**config.mk**
```make
export PLATFORM = sky130hd
export DESIGN_NAME = mem_stage_ctrl
export DESIGN_NICKNAME = d
export VERILOG_FILES = /design/src/rtl/mem_stage_ctrl_pkg.sv /design/src/rtl/mem_stage_ctrl_hazard.sv /design/src/rtl/mem_stage_ctrl.sv
export SDC_FILE = /design/constraint.sdc
export NUM_CORES = 1
export LEC_CHECK = 0
export BUFFER_PORTS_ARGS = -buffer_cell sky130_fd_sc_hd__clkbuf_2
export CAP_MARGIN = 20
export CORE_MARGIN = 2
export CORE_UTILIZATION = 35
export DETAILED_ROUTE_END_ITERATION = 7
export GPL_ROUTABILITY_DRIVEN = 0
export HOLD_SLACK_MARGIN = 0.1
export PLACE_DENSITY = 0.64
export SETUP_SLACK_MARGIN = 0.5
export SYNTH_ARGS = -nofsm -noshare
export SYNTH_HDL_FRONTEND = slang
export SYNTH_HIERARCHICAL = 1
export SYNTH_SLANG_ARGS = --single-unit
```
**constraint.sdc**
```tcl
create_clock -name clk -period 3.16 [get_ports clk]
set_input_delay 0.632 -clock clk [delete_from_list [all_inputs] [get_ports clk]]
set_output_delay 0.632 -clock clk [all_outputs]
set_load 0.02 [all_outputs]
```
**src/rtl/mem_stage_ctrl_pkg.sv**
```systemverilog
// Shared pipeline definitions: MEM-stage FSM states and the bit positions
// used when stall/flush controls are handled as vectors.
package mem_stage_ctrl_pkg;

  typedef enum logic {
    IDLE = 1'b0,
    WAIT = 1'b1
  } mem_state_e;

  localparam int STALL_IF  = 0;
  localparam int STALL_ID  = 1;
  localparam int STALL_EXE = 2;
  localparam int STALL_MEM = 3;

  localparam int FLUSH_ID  = 0;
  localparam int FLUSH_EXE = 1;
  localparam int FLUSH_MEM = 2;
  localparam int FLUSH_WB  = 3;

endpackage

```
**src/rtl/mem_stage_ctrl_hazard.sv**
```systemverilog
// Load-use comparator: flags an ID-stage instruction that reads the
// destination of a load still sitting in EXE.
module hazard_detect (
  input  logic       is_load_exe,
  input  logic       we_reg_exe,
  input  logic [4:0] rd_exe,
  input  logic [4:0] rs1_id,
  input  logic [4:0] rs2_id,
  input  logic       use_rs1_id,
  input  logic       use_rs2_id,
  output logic       lu
);

  logic rs1_hit;
  logic rs2_hit;

  // x0 is hard-wired zero, so a load targeting it never creates a dependency.
  assign rs1_hit = use_rs1_id && (rs1_id == rd_exe);
  assign rs2_hit = use_rs2_id && (rs2_id == rd_exe);
  assign lu      = is_load_exe && we_reg_exe && (rd_exe != 5'd0) && (rs1_hit || rs2_hit);

endmodule

```
**src/rtl/mem_stage_ctrl.sv**
```systemverilog
// MEM-stage controller: data-memory handshake FSM, pipeline stall/flush
// arbitration and stall-cycle counter. Optional watchdog: MEM_TIMEOUT_EN.
module mem_stage_ctrl
  import mem_stage_ctrl_pkg::*;
#(
  parameter int unsigned TIMEOUT_CYCLES = 256
) (
  input  logic        clk,
  input  logic        rst_n,
  input  logic        valid_mem,
  input  logic        is_load_mem,
  input  logic        we_mem_mem,
  input  logic        except_happen_mem,
  input  logic        dmem_ack,
  input  logic        is_load_exe,
  input  logic        we_reg_exe,
  input  logic [4:0]  rd_exe,
  input  logic [4:0]  rs1_id,
  input  logic [4:0]  rs2_id,
  input  logic        use_rs1_id,
  input  logic        use_rs2_id,
  input  logic        redirect_exe,
  input  logic        trap_mem,
  output logic        dmem_req,
  output logic        stall_if,
  output logic        stall_id,
  output logic        stall_exe,
  output logic        stall_mem,
  output logic        flush_id,
  output logic        flush_exe,
  output logic        flush_mem,
  output logic        flush_wb,
  output logic        mem_fault,
  output logic [31:0] stall_cnt
);

  if (TIMEOUT_CYCLES == 0) begin : g_bad_timeout
    $error("TIMEOUT_CYCLES must be at least 1");
  end

  mem_state_e state, state_n;
  logic       acc, acc_eff, lu;
  logic       req_c, mem_stall, mem_hold, timeout_hit;
  logic [3:0] stall_v, flush_v;

  hazard_detect u_hazard (
    .is_load_exe (is_load_exe),
    .we_reg_exe  (we_reg_exe),
    .rd_exe      (rd_exe),
    .rs1_id      (rs1_id),
    .rs2_id      (rs2_id),
    .use_rs1_id  (use_rs1_id),
    .use_rs2_id  (use_rs2_id),
    .lu          (lu)
  );

  assign acc = valid_mem && (is_load_mem || we_mem_mem) && !except_happen_mem;
  // After a timeout the faulting access is still presented; hold it off for the fault cycle.
  assign acc_eff = acc && !mem_fault;

  always_comb begin
    // NOTE: defaults first so no branch leaves a signal unassigned (no latches).
    state_n   = state;
    req_c     = 1'b0;
    mem_stall = 1'b0;
    case (state)
      IDLE: begin
        req_c = acc_eff;
        if (acc_eff && !dmem_ack) begin
          mem_stall = 1'b1;
          state_n   = WAIT;
        end
      end
      WAIT: begin
        req_c = 1'b1;
        if (dmem_ack) begin
          state_n = IDLE;
        end else begin
          mem_stall = 1'b1;
          if (timeout_hit) state_n = IDLE;
        end
      end
      default: state_n = IDLE;
    endcase
  end

  // WAIT suppresses flushes even in the ack cycle; held registers re-present the event next cycle.
  assign mem_hold = (state == WAIT) || mem_stall;

  always_comb begin
    stall_v = '0;
    flush_v = '0;
    if (mem_hold) begin
      stall_v = {4{mem_stall}};
    end else if (trap_mem) begin
      flush_v[FLUSH_ID]  = 1'b1;
      flush_v[FLUSH_EXE] = 1'b1;
      flush_v[FLUSH_MEM] = 1'b1;
    end else if (redirect_exe) begin
      flush_v[FLUSH_ID]  = 1'b1;
      flush_v[FLUSH_EXE] = 1'b1;
    end else if (lu) begin
      stall_v[STALL_IF]  = 1'b1;
      stall_v[STALL_ID]  = 1'b1;
      flush_v[FLUSH_EXE] = 1'b1;
    end
    if (!rst_n) begin
      stall_v = '0;
      flush_v = '0;
    end
  end

  assign dmem_req  = rst_n && req_c;
  assign stall_if  = stall_v[STALL_IF];
  assign stall_id  = stall_v[STALL_ID];
  assign stall_exe = stall_v[STALL_EXE];
  assign stall_mem = stall_v[STALL_MEM];
  assign flush_id  = flush_v[FLUSH_ID];
  assign flush_exe = flush_v[FLUSH_EXE];
  assign flush_mem = flush_v[FLUSH_MEM];
  assign flush_wb  = flush_v[FLUSH_WB];

  always_ff @(posedge clk or negedge rst_n) begin
    // NOTE: sequential state uses non-blocking assignments only.
    if (!rst_n) begin
      state     <= IDLE;
      stall_cnt <= '0;
    end else begin
      state <= state_n;
      if (stall_if && (stall_cnt != '1)) stall_cnt <= stall_cnt + 32'd1;
    end
  end

`ifdef MEM_TIMEOUT_EN
  localparam int unsigned TO_W = (TIMEOUT_CYCLES > 1) ? $clog2(TIMEOUT_CYCLES) : 1;
  logic [TO_W-1:0] to_cnt;

  assign timeout_hit = (to_cnt == TO_W'(TIMEOUT_CYCLES - 1));

  always_ff @(posedge clk or negedge rst_n) begin
    if (!rst_n) begin
      to_cnt    <= '0;
      mem_fault <= 1'b0;
    end else begin
      mem_fault <= (state == WAIT) && !dmem_ack && timeout_hit;
      if ((state == WAIT) && (state_n == WAIT)) to_cnt <= to_cnt + TO_W'(1);
      else                                      to_cnt <= '0;
    end
  end
`else
  assign timeout_hit = 1'b0;
  assign mem_fault   = 1'b0;
`endif

endmodule

```
# After elaboration in Yosys (flattened, before gate mapping)
# Cells that the tools add are included.
[op_classes] n_bitwise=1 addsub=1 n_eq_ne=3 n_mux=17 n_reduce_logical=16
[op_table] operator="$add A32 B1 Y32 const B" count=1
[op_table] operator="$ne A32 B32 Y1 const B" count=1
[op_table] operator="$mux W2" count=6
[op_table] operator="$eq A5 B5 Y1" count=2
[op_table] operator="$logic_and A1 B1 Y1" count=10
[op_table] operator="$mux W1" count=6
[op_table] operator="$mux W3" count=2
[op_table] operator="$reduce_bool A5 Y1" count=1
[op_table] operator="$mux W4" count=1
[op_table] operator="$pmux W1 S2" count=2
[op_table] operator="$logic_or A1 B1 Y1" count=3
[op_table] operator="$logic_not A1 Y1" count=2
[op_table] operator="$not A1 Y1" count=1
[totals] wordCells=40 reg_bits=33 out_inout_bits=42 in_bits=28

# Longest topological paths before layout
[depth] word_depth=10 mapped_depth=10 mapped_depth_nobuf=9

# Hierarchy
# The synthesis kept the hierarchy.
[by_module_without_submodules] module="mem_stage_ctrl" cells_per_inst=175 instances=1 area_each_um2=1757.9
[by_module_without_submodules] module="hazard_detect" cells_per_inst=17 instances=1 area_each_um2=135.1

# Worst setup path after synthesis
# No wires, ideal clock.
[synth_path] kind="input to output" from="input rd_exe[2]" to="output stall_if" n_path_buf=2 required_ns=2.528 path_slack_ns=0.277 stages=9 t_arrival_ns=2.251 cell_sequence="xor2_1 -> nor4_1 -> nand3_1 -> a21oi_1 -> a31oi_1 -> a21bo_2 -> inv_1 -> buf_2 -> buf_4"
[synth_between] elab_chain_len=9 word_cells_on_any_way=13
[synth_rtl] item="start, declared" line="mem_stage_ctrl.sv:17" source="input logic [4:0] rd_exe,"
[synth_rtl] item="$eq A5 B5 Y1, on equally long branches" line="mem_stage_ctrl_hazard.sv:18, mem_stage_ctrl_hazard.sv:19"
[synth_rtl] item="$logic_and A1 B1 Y1, on equally long branches" line="mem_stage_ctrl_hazard.sv:18, mem_stage_ctrl_hazard.sv:19"
[synth_rtl] item="$logic_or A1 B1 Y1" line="mem_stage_ctrl_hazard.sv:20" source="assign lu = is_load_exe && we_reg_exe && (rd_exe != 5'd0) && (rs1_hit || rs2_hit);"
[synth_rtl] item="$logic_and A1 B1 Y1 (*)" line="mem_stage_ctrl_hazard.sv:20"
[synth_rtl] item="via lu" line="mem_stage_ctrl.sv:42" source="logic acc, acc_eff, lu;"
[synth_rtl] item="$mux W2 (*)" line="mem_stage_ctrl.sv:102" source="end else if (lu) begin"
[synth_rtl] item="$mux W2 (*)" line="mem_stage_ctrl.sv:99" source="end else if (redirect_exe) begin"
[synth_rtl] item="$mux W2 (*)" line="mem_stage_ctrl.sv:95" source="end else if (trap_mem) begin"
[synth_rtl] item="$mux W2 (*)" line="mem_stage_ctrl.sv:93" source="if (mem_hold) begin"
[synth_rtl] item="$mux W4 (*)" line="mem_stage_ctrl.sv:107" source="if (!rst_n) begin"
[synth_rtl] item="end, declared" line="mem_stage_ctrl.sv:25" source="output logic stall_if,"
# The timed path passes the listed nets; every way through them passes the cells marked *.

# Final worst setup path
[layout_path] from="input rd_exe[1]" to="output stall_id"
[layout_between] elab_chain_len=9 word_cells_on_any_way=13
[layout_rtl] item="$eq A5 B5 Y1, on equally long branches" line="mem_stage_ctrl_hazard.sv:18, mem_stage_ctrl_hazard.sv:19"
[layout_rtl] item="$logic_and A1 B1 Y1, on equally long branches" line="mem_stage_ctrl_hazard.sv:18, mem_stage_ctrl_hazard.sv:19"
[layout_rtl] item="$logic_or A1 B1 Y1" line="mem_stage_ctrl_hazard.sv:20"
[layout_rtl] item="$logic_and A1 B1 Y1 (*)" line="mem_stage_ctrl_hazard.sv:20"
[layout_rtl] item="via lu" line="mem_stage_ctrl.sv:42"
[layout_rtl] item="$mux W2 (*)" line="mem_stage_ctrl.sv:102"
[layout_rtl] item="$mux W2 (*)" line="mem_stage_ctrl.sv:99"
[layout_rtl] item="$mux W2 (*)" line="mem_stage_ctrl.sv:95"
[layout_rtl] item="$mux W2 (*)" line="mem_stage_ctrl.sv:93"
[layout_rtl] item="$mux W4 (*)" line="mem_stage_ctrl.sv:107"
[layout_rtl] item="end, declared" line="mem_stage_ctrl.sv:26" source="output logic stall_id,"
# Marked as above.

==> results.md <==
* Outcome: complete, no violations
* Max cap viols at 0
* Ys Warns at 6
* Total GRT Usage at between 10% and 20%
* DRT antenna net count at 0
* Vias per cell at 5.04
* Switching power at 0.000285 W
* Initial DRC count at 72
* Clock root buffer: clkbuf_8
* Register area share after synthesis at 43.6%
* Met2 Usage GRT at 26.5%
* Sequential share of power at 48.9%
* Core Region at 5170 sq um
* F_max at about 360 MHz
* Worst vdd rail ir drop at approximately 0.00034 V
* Clock slew at reported path FFs at 0.07 ns
* Syn Area/Cell at around 9.9 sq um
* Largest area contributor in the netlist: dfrtp_1
* Comb pwr share at 18.8%
* Starting Density at 36.6%
* Final period util at 87.3%
* Layout cells sized above 1 at 34.3%
* Vias in the first global route at roughly 1700
* Syn-to-layout area delta at 29.8%
* Average routed wire per standard cell at between 10 and 15 um
* Setup violation total in the final timing report at 0
* First drt pass iteration count at 4
* Number of synthesized flops with an enable pin at 0
* DP Wirelength at 3.30 mm
* Grt ovf at 0
* Fin. Hold Viols at 0
* Std-Cell Rows at 26
* Hold Crit Class: in -> async
* Sw Share at 29.0%
* Initial antenna violation count at 0
* Via Count at 1688
* Setup TNS at 0 ns
* Height of the chip at ~78 um
* Top Ports at 70
* Leakage power at 1.15 nW
* Overall routed net length at 4.45 mm
* Synth Register Bits at 33
* Met1 GRT Util at about a fifth
* DIE AREA at 6010 sq um
* Clock Latency Late Sink at 0.28 ns
* Syn Inst Count at 192
* Unrepaired setup endpoints after global routing: yes
* Main synth FF type: dfrtp_1
* Placed Cells incl. Taps at 325
* First-pass GRT wire length at just under 8 mm
* Top cell type's share of synthesized area at 43.6%
* Clk pwr share at between 30% and 40%
* Largest net degree at the start of global routing at 33
* Worst Setup End Kind: primary output
* Synth unique cells at 36
* Port-buffer cells at 67
* Final #Nets at 294
* Htree depth at 2
* Crit-path max FO at 3
* Minimum clock period after layout at 2.76 ns
* Pin slew with the least headroom to its limit at approximately 0.6 ns
* CTS Buf Count at 5
* Power Dens Cells at roughly 400 nW/um^2
* Slew Viols, Final at 0
* Cell Count, Final, Fillers Out at 335
* Crit path DAT at 2.13 ns
* Critical path class: in -> out
* Setup Skew at 0.00404 ns
* Cell area after synthesis at 1890 sq um
* Rel. slew slack at between 50% and 60%
* Global route hottest layer: met2
* DIE WIDTH at between 70 and 80 um
* Drt drc at 0
* CP required at 2.53 ns
* Internal power at 0.000698 W
* Clock buffer depth at 2
* Grt met3 use at 4.53%
* FFs w/ async S/R, synth at 100%
* CTS tree: yes
* Clock tree sinks at 33
* Startpoint Class: input pin
* Antenna Diode Count at 0
* Most area-consuming cells after synthesis: dfrtp_1 44%, xnor2_1 13%, nand3_1 6.3%, xor2_1 5.6%, nand4_1 3.0%
* Final Util at 47.5%
## critical path: stages
cell	delay, ns
buf_8	0.10
or4_4	0.53
o211ai_2	0.19
a21oi_2	0.06
a31oi_2	0.21
a21bo_2	0.21
inv_4	0.06
buf_8	0.12
## cell usage in the layout (no fill, tap or decap), drive strengths merged
| cell | instances |
|---|---|
| nor2b | 2 |
| conb | 2 |
| nor4b | 4 |
| buf | 9 |
| a31oi | 2 |
| nor4 | 6 |
| inv | 5 |
| nor3 | 5 |
| mux2 | 1 |
| or4 | 2 |
| nor2 | 10 |
| a21boi | 1 |
| and3 | 8 |
| nand3 | 25 |
| xor2 | 12 |
| or2 | 1 |
| ha | 1 |
| and4 | 3 |
| nand4 | 11 |
| nand2 | 13 |
| nand4b | 1 |
| a21oi | 2 |
| xnor2 | 29 |
| nor3b | 1 |
| or3 | 1 |
| dfrtp | 33 |
| and2 | 2 |
| clkbuf | 70 |
| a21bo | 1 |
| o211ai | 2 |
## path summary, 6_finish.rpt
kind	from	to	slack, ns	cells past startpoint
max	rd_exe[1]	stall_id	0.40	8
min	rst_n	state	0.15	1
max reg2reg	stall_cnt[21]	stall_cnt[1]	0.97	5
min reg2reg	stall_cnt[30]	stall_cnt[30]	0.51	1
max in group asynchronous	rst_n	stall_cnt[2]	2.39	2
min in group clk	stall_cnt[30]	stall_cnt[30]	0.51	1
## sequential cells by signal, indices dropped and copies added, names as in the netlist
register and flops:
stall_cnt 32, state 1
## metal layers
metal	up-vias	routed length, um
li1	824	-
met1	803	1960
met2	57	2150
met3	4	310
met4	0	32
met5	-	0
## logic make-up (layout without fill, tap and decap cells)
kind of cell	after synthesis	in the layout	synth area share, %
AND/OR/NAND/NOR	95	95	28.9
XOR/XNOR	41	41	19.0
flip-flops	33	33	43.6
buffers and inverters	12	84	3.70
AO/OA/AOI/OAI	8	8	3.37
adder cells (fa/ha/maj)	1	1	0.661
other	1	2	0.198
multiplexers	1	1	0.595
## synthesized netlist by cell type, types with 2 or more instances
cell type	instances
and3_1	8
and2_1	2
xor2_1	12
nand4_1	9
nand3_1	24
inv_1	5
buf_4	4
and4_1	3
nor2_1	10
buf_2	2
or4_1	2
nor4_1	5
dfrtp_1	33
xnor2_1	29
nor2b_1	2
nand4_2	2
a31oi_1	2
nor3_1	5
nor4b_1	4
nand2_1	13
## cell type report
cell class / count / area, sq um
clock buffers: 7 / 86.3
repair buffers: 72 / 422
fillers: 518 / 2720
multi-input cells: 148 / 1010
flip-flops and latches: 33 / 826
well taps: 70 / 87.6
inverters: 5 / 21.3
## through the flow
step | instance area [sq um] | total power (W) | setup slack [ns] | hold slack, ns
after floorplan | 1910 | 0.000589 | 0.387 | 0.336
after global placement | 2290 | 0.000660 | 0.271 | 0.451
after detailed placement | 2290 | 0.000664 | 0.227 | 0.448
after CTS | 2450 | 0.000994 | 0.432 | 0.142
after global routing | 2460 | 0.00104 | 0.359 | 0.142
final | 2460 | 0.000983 | 0.402 | 0.151
## what timing repair did
item                                    CTS  global route
hold endpoints to repair                  0             0
buffers inserted                          3             0
hold buffers                              0             0
pin swaps                                 9             7
endpoints found under the setup margin    2             2
gates resized for setup                   9             5
## power by group through the flow
| stage | clock network [W] | logic (W) | registers, W |
|---|---|---|---|
| after floorplan | 0 | 0.0000792 | 0.000509 |
| after global placement | 0 | 0.000174 | 0.000486 |
| after detailed placement | 0 | 0.000177 | 0.000488 |
| after CTS | 0.000329 | 0.000185 | 0.000480 |
| after global routing | 0.000349 | 0.000205 | 0.000487 |
| final | 0.000318 | 0.000185 | 0.000481 |
No activity file was read; power rests on OpenSTA's default activity.
